**config.mk**
```make
export PLATFORM = sky130hd
export DESIGN_NAME = key_event_decoder
export DESIGN_NICKNAME = d
export VERILOG_FILES = /design/src/rtl/key_event_decoder.sv
export SDC_FILE = /design/constraint.sdc
export NUM_CORES = 1
export LEC_CHECK = 0
export ABC_CLOCK_PERIOD_IN_PS = 2450
export CAP_MARGIN = 10
export CORE_MARGIN = 2
export CORE_UTILIZATION = 25
export CTS_CLUSTER_SIZE = 14
export DETAILED_ROUTE_END_ITERATION = 10
export GPL_TIMING_DRIVEN = 0
export PLACE_DENSITY = 0.37
export SYNTH_ARGS = -nofsm -noshare
export SYNTH_HDL_FRONTEND = slang
export SYNTH_SLANG_ARGS = --single-unit
```
**constraint.sdc**
```tcl
create_clock -name clk -period 2.45 [get_ports clk]
set_input_delay 0.735 -clock clk [delete_from_list [all_inputs] [get_ports clk]]
set_output_delay 0.735 -clock clk [all_outputs]
set_load 0.05 [all_outputs]
```
**src/rtl/key_event_decoder.sv**
```systemverilog
// Per-key press/release/long-press/auto-repeat event decoder with registered single-cycle pulses.
// Build option: define KEY_EVENT_REPEAT_EN to enable periodic repeat pulses in the long state.
// The release and repeat outputs are named release_pulse and repeat_pulse because "release" and "repeat" are reserved words.
module key_event_decoder #(
    parameter int w             = 1,
    parameter int cnt_w         = 24,
    parameter int long_cycles   = 12_500_000,
    parameter int repeat_cycles = 2_500_000
) (
    input  logic         clk,
    input  logic         reset,
    input  logic [w-1:0] key_in,
    output logic [w-1:0] press,
    output logic [w-1:0] release_pulse,
    output logic [w-1:0] long_press,
    output logic [w-1:0] repeat_pulse,
    output logic [w-1:0] held
);

    typedef enum logic [1:0] {
        IDLE    = 2'd0,
        PRESSED = 2'd1,
        LONG    = 2'd2
    } state_t;

    // Reject illegal timing parameters at elaboration.
    if (long_cycles < 2 || longint'(long_cycles) >= (longint'(1) << cnt_w)) begin : g_bad_long
        $error("key_event_decoder: long_cycles out of range");
    end
    if (repeat_cycles < 1 || longint'(repeat_cycles) >= (longint'(1) << cnt_w)) begin : g_bad_repeat
        $error("key_event_decoder: repeat_cycles out of range");
    end

    localparam logic [cnt_w-1:0] LONG_TC = cnt_w'(long_cycles - 1);

    state_t           state_q [w];
    state_t           state_d [w];
    logic [cnt_w-1:0] cnt_q   [w];
    logic [cnt_w-1:0] cnt_d   [w];

    logic [w-1:0] press_q, press_d;
    logic [w-1:0] release_q, release_d;
    logic [w-1:0] long_q, long_d;
    logic [w-1:0] repeat_d;
    logic [w-1:0] held_q, held_d;

`ifdef KEY_EVENT_REPEAT_EN
    localparam logic [cnt_w-1:0] REPEAT_TC = cnt_w'(repeat_cycles - 1);
    logic [w-1:0] repeat_q;
`endif

    always_comb begin
        press_d   = '0;
        release_d = '0;
        long_d    = '0;
        repeat_d  = '0;
        held_d    = '0;
        for (int i = 0; i < w; i++) begin
            state_d[i] = state_q[i];
            cnt_d[i]   = cnt_q[i];
            case (state_q[i])
                IDLE: begin
                    if (key_in[i]) begin
                        press_d[i] = 1'b1;
                        state_d[i] = PRESSED;
                        cnt_d[i]   = '0;
                    end
                end
                PRESSED: begin
                    if (!key_in[i]) begin
                        release_d[i] = 1'b1;
                        state_d[i]   = IDLE;
                    end else if (cnt_q[i] == LONG_TC) begin
                        long_d[i]  = 1'b1;
                        state_d[i] = LONG;
                        cnt_d[i]   = '0;
                    end else begin
                        cnt_d[i] = cnt_q[i] + cnt_w'(1);
                    end
                end
                LONG: begin
                    if (!key_in[i]) begin
                        release_d[i] = 1'b1;
                        state_d[i]   = IDLE;
                    end else begin
`ifdef KEY_EVENT_REPEAT_EN
                        if (cnt_q[i] == REPEAT_TC) begin
                            repeat_d[i] = 1'b1;
                            cnt_d[i]    = '0;
                        end else begin
                            cnt_d[i] = cnt_q[i] + cnt_w'(1);
                        end
`else
                        // Counter parks at zero until release.
                        cnt_d[i] = '0;
`endif
                    end
                end
                default: begin
                    state_d[i] = IDLE;
                    cnt_d[i]   = '0;
                end
            endcase
            held_d[i] = (state_d[i] != IDLE);
        end
    end

    always_ff @(posedge clk or posedge reset) begin
        if (reset) begin
            for (int i = 0; i < w; i++) begin
                state_q[i] <= IDLE;
                cnt_q[i]   <= '0;
            end
            press_q   <= '0;
            release_q <= '0;
            long_q    <= '0;
            held_q    <= '0;
        end else begin
            for (int i = 0; i < w; i++) begin
                state_q[i] <= state_d[i];
                cnt_q[i]   <= cnt_d[i];
            end
            press_q   <= press_d;
            release_q <= release_d;
            long_q    <= long_d;
            held_q    <= held_d;
        end
    end

`ifdef KEY_EVENT_REPEAT_EN
    always_ff @(posedge clk or posedge reset) begin
        if (reset) begin
            repeat_q <= '0;
        end else begin
            repeat_q <= repeat_d;
        end
    end
    assign repeat_pulse = repeat_q;
`else
    assign repeat_pulse = '0;
    logic unused_repeat;
    assign unused_repeat = ^repeat_d;
`endif

    assign press         = press_q;
    assign release_pulse = release_q;
    assign long_press    = long_q;
    assign held          = held_q;

endmodule

```
==> flow_summary.ini, run 1 <==
[setup_path]
max_stage_delay_ns = 0.81
startpoint_type = register
cp_num_buf_inv = 1
rr_endpoint = cnt_q[0]
crit_required_ns = 1.71
cp.arrival_ns = 1.42
critPathMaxFanout = 1
r2r-start = cnt_q[8]
path_cells = clkdlybuf4s50_1
reg2regPathDepth = 6
r2r_slack_ns = 0.32
critPathKind = reg2out
endpoint_kind = output pin
critPathSlowestCell = clkdlybuf4s50_1
crit_family = buffers and inverters

[global_route]
met2_usage_pct = 18.5
busiest_layer = met2
grt_antenna_before_repair = 0
grt_first_pass_wirelength_um = 7520
grt_util_met1_pct = 18.3
grt-ovfl-total = 0
met3_usage_pct = 3.49
grt_pass1_vias = 1452
grt_max_degree = 31
grt_util_all_layers_pct = 12.9

[cts]
clock_sinks = 30
cts_tree = built
htreeDepth = 2
cts_buffers = 5
clockBufferDepth = 2
ctsRootBufferMaster = clkbuf_8
cts_setup_buffers = 0
path_clk_slew_ns = 0.07
clk_latency_ns = 0.29

[detailed_routing]
vias_per_cell = 4.71
wirelength_um = 4400
dr.pass1.iters = 5
wl_per_cell_um = 14.6
dr.first_iter.drc_count = 59
vias = 1417
post-route-drc-count = 0
ant_nets = 0

[placed_design]
dpl.hpwl_um = 3050
placedInstanceArea_um2 = 1940
portBuffers = 6
gp_congestion = 0.732

[hold_path]
min_to = cnt_q[1]
hp-start = cnt_q[1]
min_path_type = reg2reg
worstHoldPathCells = 2

[yosys]
seq_area_frac_synth_pct = 42.6
yosys_warnings = 0
synth_nets = 198
synth_seq_cells = 30
synth_cell_type_count = 39
synthCells = 190
syn_area_per_cell_um2 = 9.28
syn-cell-area_um2 = 1760

[layout]
fin_util_pct = 31.2
layout_commonest_cell = dfrtp_1
nFillCells = 713
final_cell_mix = 30 x dfrtp_1, 19 x nor2_1, 15 x nand2_1, 14 x o21ai_0, 10 x nand3_1
multi_input_area_um2 = 936
finalInstanceArea_um2 = 2120
syn2layout_area_growth_pct = 20.2
seq_area_um2 = 751
num_antenna_cells = 0
finalNetCount = 212
drive_above_1_share_pct = 13.7

[timing]
final_min_period_over_clock_period_pct = 88.1
tns_ns = 0
fin_skew_ns = 0.0131
setup_viol = 0
maxSlewViolCount = 0
finalHoldViolations = 0
period_minus_slack_ns = 2.16
rsz0062_at_grt = false
whs_ns = 0.534
clock.fmax_mhz = 463
worst_slew_pin_slew_ns = 0.569
relSlewSlack_pct = 61.7

[die]
io_pins = 8
rows = 30
die_h_um = 88.0
start_util_pct = 25.9
core-area_um2 = 6790
die-area_um2 = 7740
die_w_um = 88.0

[power]
leakage_nw = 0.898
ir_drop_mv = 0.312
powerDensity_nw_per_um2 = 832

[job]
cap_violations = 0

[outcome]
outcome = complete, no violations
cell families (layout without fill, tap and decap cells):
group,after synthesis,after routing,synth area share [%]
XOR/XNOR,6,6,2.98
buffers and inverters,14,29,4.47
AND/OR/NAND/NOR,87,87,27.9
AO/OA/AOI/OAI,43,43,16.0
flip-flops,30,30,42.6
adder cells (fa/ha/maj),5,5,3.55
multiplexers,4,4,2.34
other,1,1,0.213
registers in the layout, indices dropped and copies added (netlist names):
signal         flops
cnt_q             24
held               1
long_press         1
press              1
release_pulse      1
state_q            2
metal layers:
layer / wire [µm] / part of all wire (%)
met2: 1910 / 43
met1: 2260 / 51
met5: 0 / 0
met3: 180 / 4.1
met4: 51 / 1.2
worst max-delay path by stage:
stage / from / endpoint / slack, ns / cells past startpoint
global route: cnt_q[9] / cnt_q[0] / 0.14 / 6
CTS: state_q[1] / cnt_q[4] / 0.03 / 8
floorplan: state_q[0] / cnt_q[18] / 0.56 / 7
global placement: key_in / cnt_q[4] / -0.28 / 6
detailed placement: key_in / cnt_q[4] / -0.29 / 6
finish: press / press / 0.29 / 1
where the power goes:
| group | switching [W] | internal, W |
|---|---|---|
| sequential | 0.0000345 | 0.000537 |
| clock | 0.000204 | 0.000434 |
| combinational | 0.000357 | 0.000196 |
cell usage after synthesis:
cell type,count,share of area (%)
nor3_2,1,0.57
o21ai_0,14,4.0
a22o_1,7,3.5
nor2_1,20,4.3
nor2b_1,3,1.1
and4_4,1,0.64
ha_1,5,3.5
nand2_1,15,3.2
and3_1,3,1.1
nand2_2,1,0.36
nand4_1,4,1.4
mux2i_1,3,1.7
nor3_1,9,2.6
o31ai_2,1,0.71
o21ai_1,1,0.28
nand3_1,10,2.8
dfrtp_1,30,43
inv_1,6,1.3
nor2_4,1,0.64
or4_1,4,1.7
nor4b_1,1,0.50
a21oi_1,8,2.3
o31a_1,2,0.99
conb_1,1,0.21
nor4_1,2,0.71
buf_6,2,1.3
nor4b_2,1,0.85
nand4_2,1,0.71
mux2_2,1,0.64
nor2_2,1,0.36
and4_1,3,1.5
xnor2_1,6,3.0
clkbuf_1,3,0.64
and2_1,4,1.4
o211ai_1,3,1.3
or2_2,1,0.36
nand4_4,1,1.2
buf_4,3,1.3
a21o_1,7,3.0
timing repair:
item / 4_1_cts / 5_1_grt
gates resized for setup: 0 / 5
setup endpoints to repair: 0 / 19
hold buffers: 0 / 0
final cells by class:
type,count,area share [%]
Timing Repair Buffer,7,4.13
Clock inverter,2,2.84
Multi-Input combinational cell,146,44.2
Tap cell,96,5.67
Inverter,6,1.06
Buffer,8,2.78
Clock buffer,6,3.90
Sequential cell,30,35.4
metrics by stage:
step                      power [W]  std cells  worst slack [ns]
final                       0.00176        301             0.290
after global routing        0.00186        301             0.139
after CTS                   0.00178        300            0.0348
after detailed placement    0.00113        292            -0.288
after global placement      0.00113        292            -0.284
after floorplan            0.000968        190             0.558
Power figures use the tool's default switching activity.
==> run 2: changes to the inputs <==
- ABC_CLOCK_PERIOD_IN_PS: 2450 -> 2300
- clock period: 2.45 -> 2.3 ns (I/O delays scaled with it)
==> run 2 against run 1 <==
Against the previous run:
- final area is 0.59% higher
- first-iteration DRC count is 22% lower
- global-route usage hardly changed
- sequential share of layout area is 0.21 points lower
- largest power group unchanged
- clock power is 6.1% higher
==> flow_summary.ini, run 2 (synthesis gave the netlist of run 1 again) <==
[outcome]
outcome = complete, no violations

[global_route]
grt_pass1_vias = 1451
grt_max_degree = 31
grt_antenna_before_repair = 0
grt-ovfl-total = 0
grt_first_pass_wirelength_um = 7510
grt_util_all_layers_pct = 12.9

[detailed_routing]
vias_per_cell = 4.72
wl_per_cell_um = 14.7
post-route-drc-count = 0
wirelength_um = 4440
vias = 1420
dr.first_iter.drc_count = 46
dr.pass1.iters = 4
ant_nets = 0

[layout]
largest_reg_flops = 24
finalNetCount = 212
final_cell_count_no_fill = 301
nFillCells = 716
multi_input_area_um2 = 948
final_cell_mix = 30 x dfrtp_1, 19 x nor2_1, 15 x nand2_1, 14 x o21ai_0, 10 x nand3_1
regMostFlops = cnt_q
drive_above_1_share_pct = 14.1
seq_area_um2 = 751
syn2layout_area_growth_pct = 20.9
layout_commonest_cell = dfrtp_1
num_antenna_cells = 0
fin_util_pct = 31.4
top_regs = cnt_q x24, state_q x2

[placed_design]
gp_congestion = 0.732
portBuffers = 6
dpl.hpwl_um = 3050
dp_cells = 292

[setup_path]
r2r_slack_ns = 0.20
critPathSlowestCell = clkdlybuf4s50_1
startpoint_type = register
cp.arrival_ns = 1.43
crit_family = buffers and inverters
r2r-start = cnt_q[0]
rr_endpoint = cnt_q[0]
endpoint_kind = output pin
reg2regPathDepth = 8
max_stage_delay_ns = 0.81
cp_num_buf_inv = 1
path_cells = clkdlybuf4s50_1
critPathMaxFanout = 1
crit_start = press
critPathKind = reg2out
crit_required_ns = 1.61

[timing]
rsz0062_at_grt = false
setup_viol = 0
final_min_period_over_clock_period_pct = 92.0
relSlewSlack_pct = 62.3
finalHoldViolations = 0
clock.fmax_mhz = 473
period_minus_slack_ns = 2.12
fin_skew_ns = 0.0114
worst_slew_pin_slew_ns = 0.561
maxSlewViolCount = 0

[cts]
cts_tree = built
ctsHoldBuffers = 0
path_clk_slew_ns = 0.07
clock_sinks = 30
ctsRootBufferMaster = clkbuf_8
clk_latency_ns = 0.29
htreeDepth = 2
cts_buffers = 5
clockBufferDepth = 2

[die]
die-area_um2 = 7740
die_h_um = 88.0
rows = 30
core-area_um2 = 6790
die_w_um = 88.0
io_pins = 8
start_util_pct = 25.9

[power]
powerDensity_nw_per_um2 = 883
ir_drop_mv = 0.332
leakage_nw = 0.900

[hold_path]
min_to = cnt_q[1]
min_path_type = reg2reg
worstHoldPathCells = 2
hp-start = cnt_q[1]

[job]
cap_violations = 0
[run 2: cell count changes in the layout (fill, tap and decap cells not counted)]
cell     previous run  this run
nor3_4              0         1
nor4b_2             1         2
nor3_2              1         0
nor4b_1             1         0
[run 2: worst max path at each step]
stage	endpoint	slack, ns	cells past startpoint
4_1_cts	cnt_q[0]	0.03	6
5_1_grt	cnt_q[4]	0.06	8
3_3_place_gp	cnt_q[4]	-0.39	6
2_1_floorplan	cnt_q[18]	0.41	7
6_report	press	0.18	1
3_5_place_dp	cnt_q[4]	-0.39	6
[run 2: power by group]
group / switching (W) / internal, W
Sequential: 0.0000358 / 0.000572
Combinational: 0.000384 / 0.000214
Clock: 0.000214 / 0.000462
Total: 0.000634 / 0.00125
[run 2: layer usage]
layer / track usage [%] / part of all wire, % / vias to the layer above
met3: 3.49 / 3.5 / 4
met2: 18.5 / 45 / 23
met1: 18.2 / 51 / 678
met5: 0 / 0 / -
li1: - / - / 715
met4: 5.59 / 1.1 / 0
[run 2: per-stage QoR]
| step | power [W] | setup WS, ns | hold WS (ns) | cell area (µm²) | setup TNS (ns) |
|---|---|---|---|---|---|
| 2_1_floorplan | 0.00103 | 0.408 | 0.487 | 1760 | 0 |
| 3_3_place_gp | 0.00120 | -0.389 | 0.514 | 1940 | -6.02 |
| 3_5_place_dp | 0.00120 | -0.393 | 0.523 | 1940 | -5.95 |
| 4_1_cts | 0.00190 | 0.0293 | 0.538 | 2090 | 0 |
| 5_1_grt | 0.00200 | 0.0640 | 0.569 | 2130 | 0 |
| 6_report | 0.00188 | 0.185 | 0.535 | 2130 | 0 |
[run 2: worst register-to-register path: stages, from the launching register on]
cell	delay (ns)
dfrtp_1	0.39
ha_1	0.23
and4_1	0.20
buf_4	0.15
nand2_2	0.07
o31ai_2	0.37
buf_6	0.21
nor2_4	0.09
mux2_2	0.28
[run 2: what timing repair did]
item,in CTS,in global routing
hold endpoints to repair,0,0
endpoints found under the setup margin,14,21
gates resized for setup,1,5
setup buffers,0,0
[run 2: final cells by class]
class	count	area share (%)
Clock inverter	2	2.82
Timing Repair Buffer	7	4.11
Tap cell	96	5.64
Buffer	8	2.76
Inverter	6	1.06
Sequential cell	30	35.2
Multi-Input combinational cell	146	44.5
Clock buffer	6	3.88
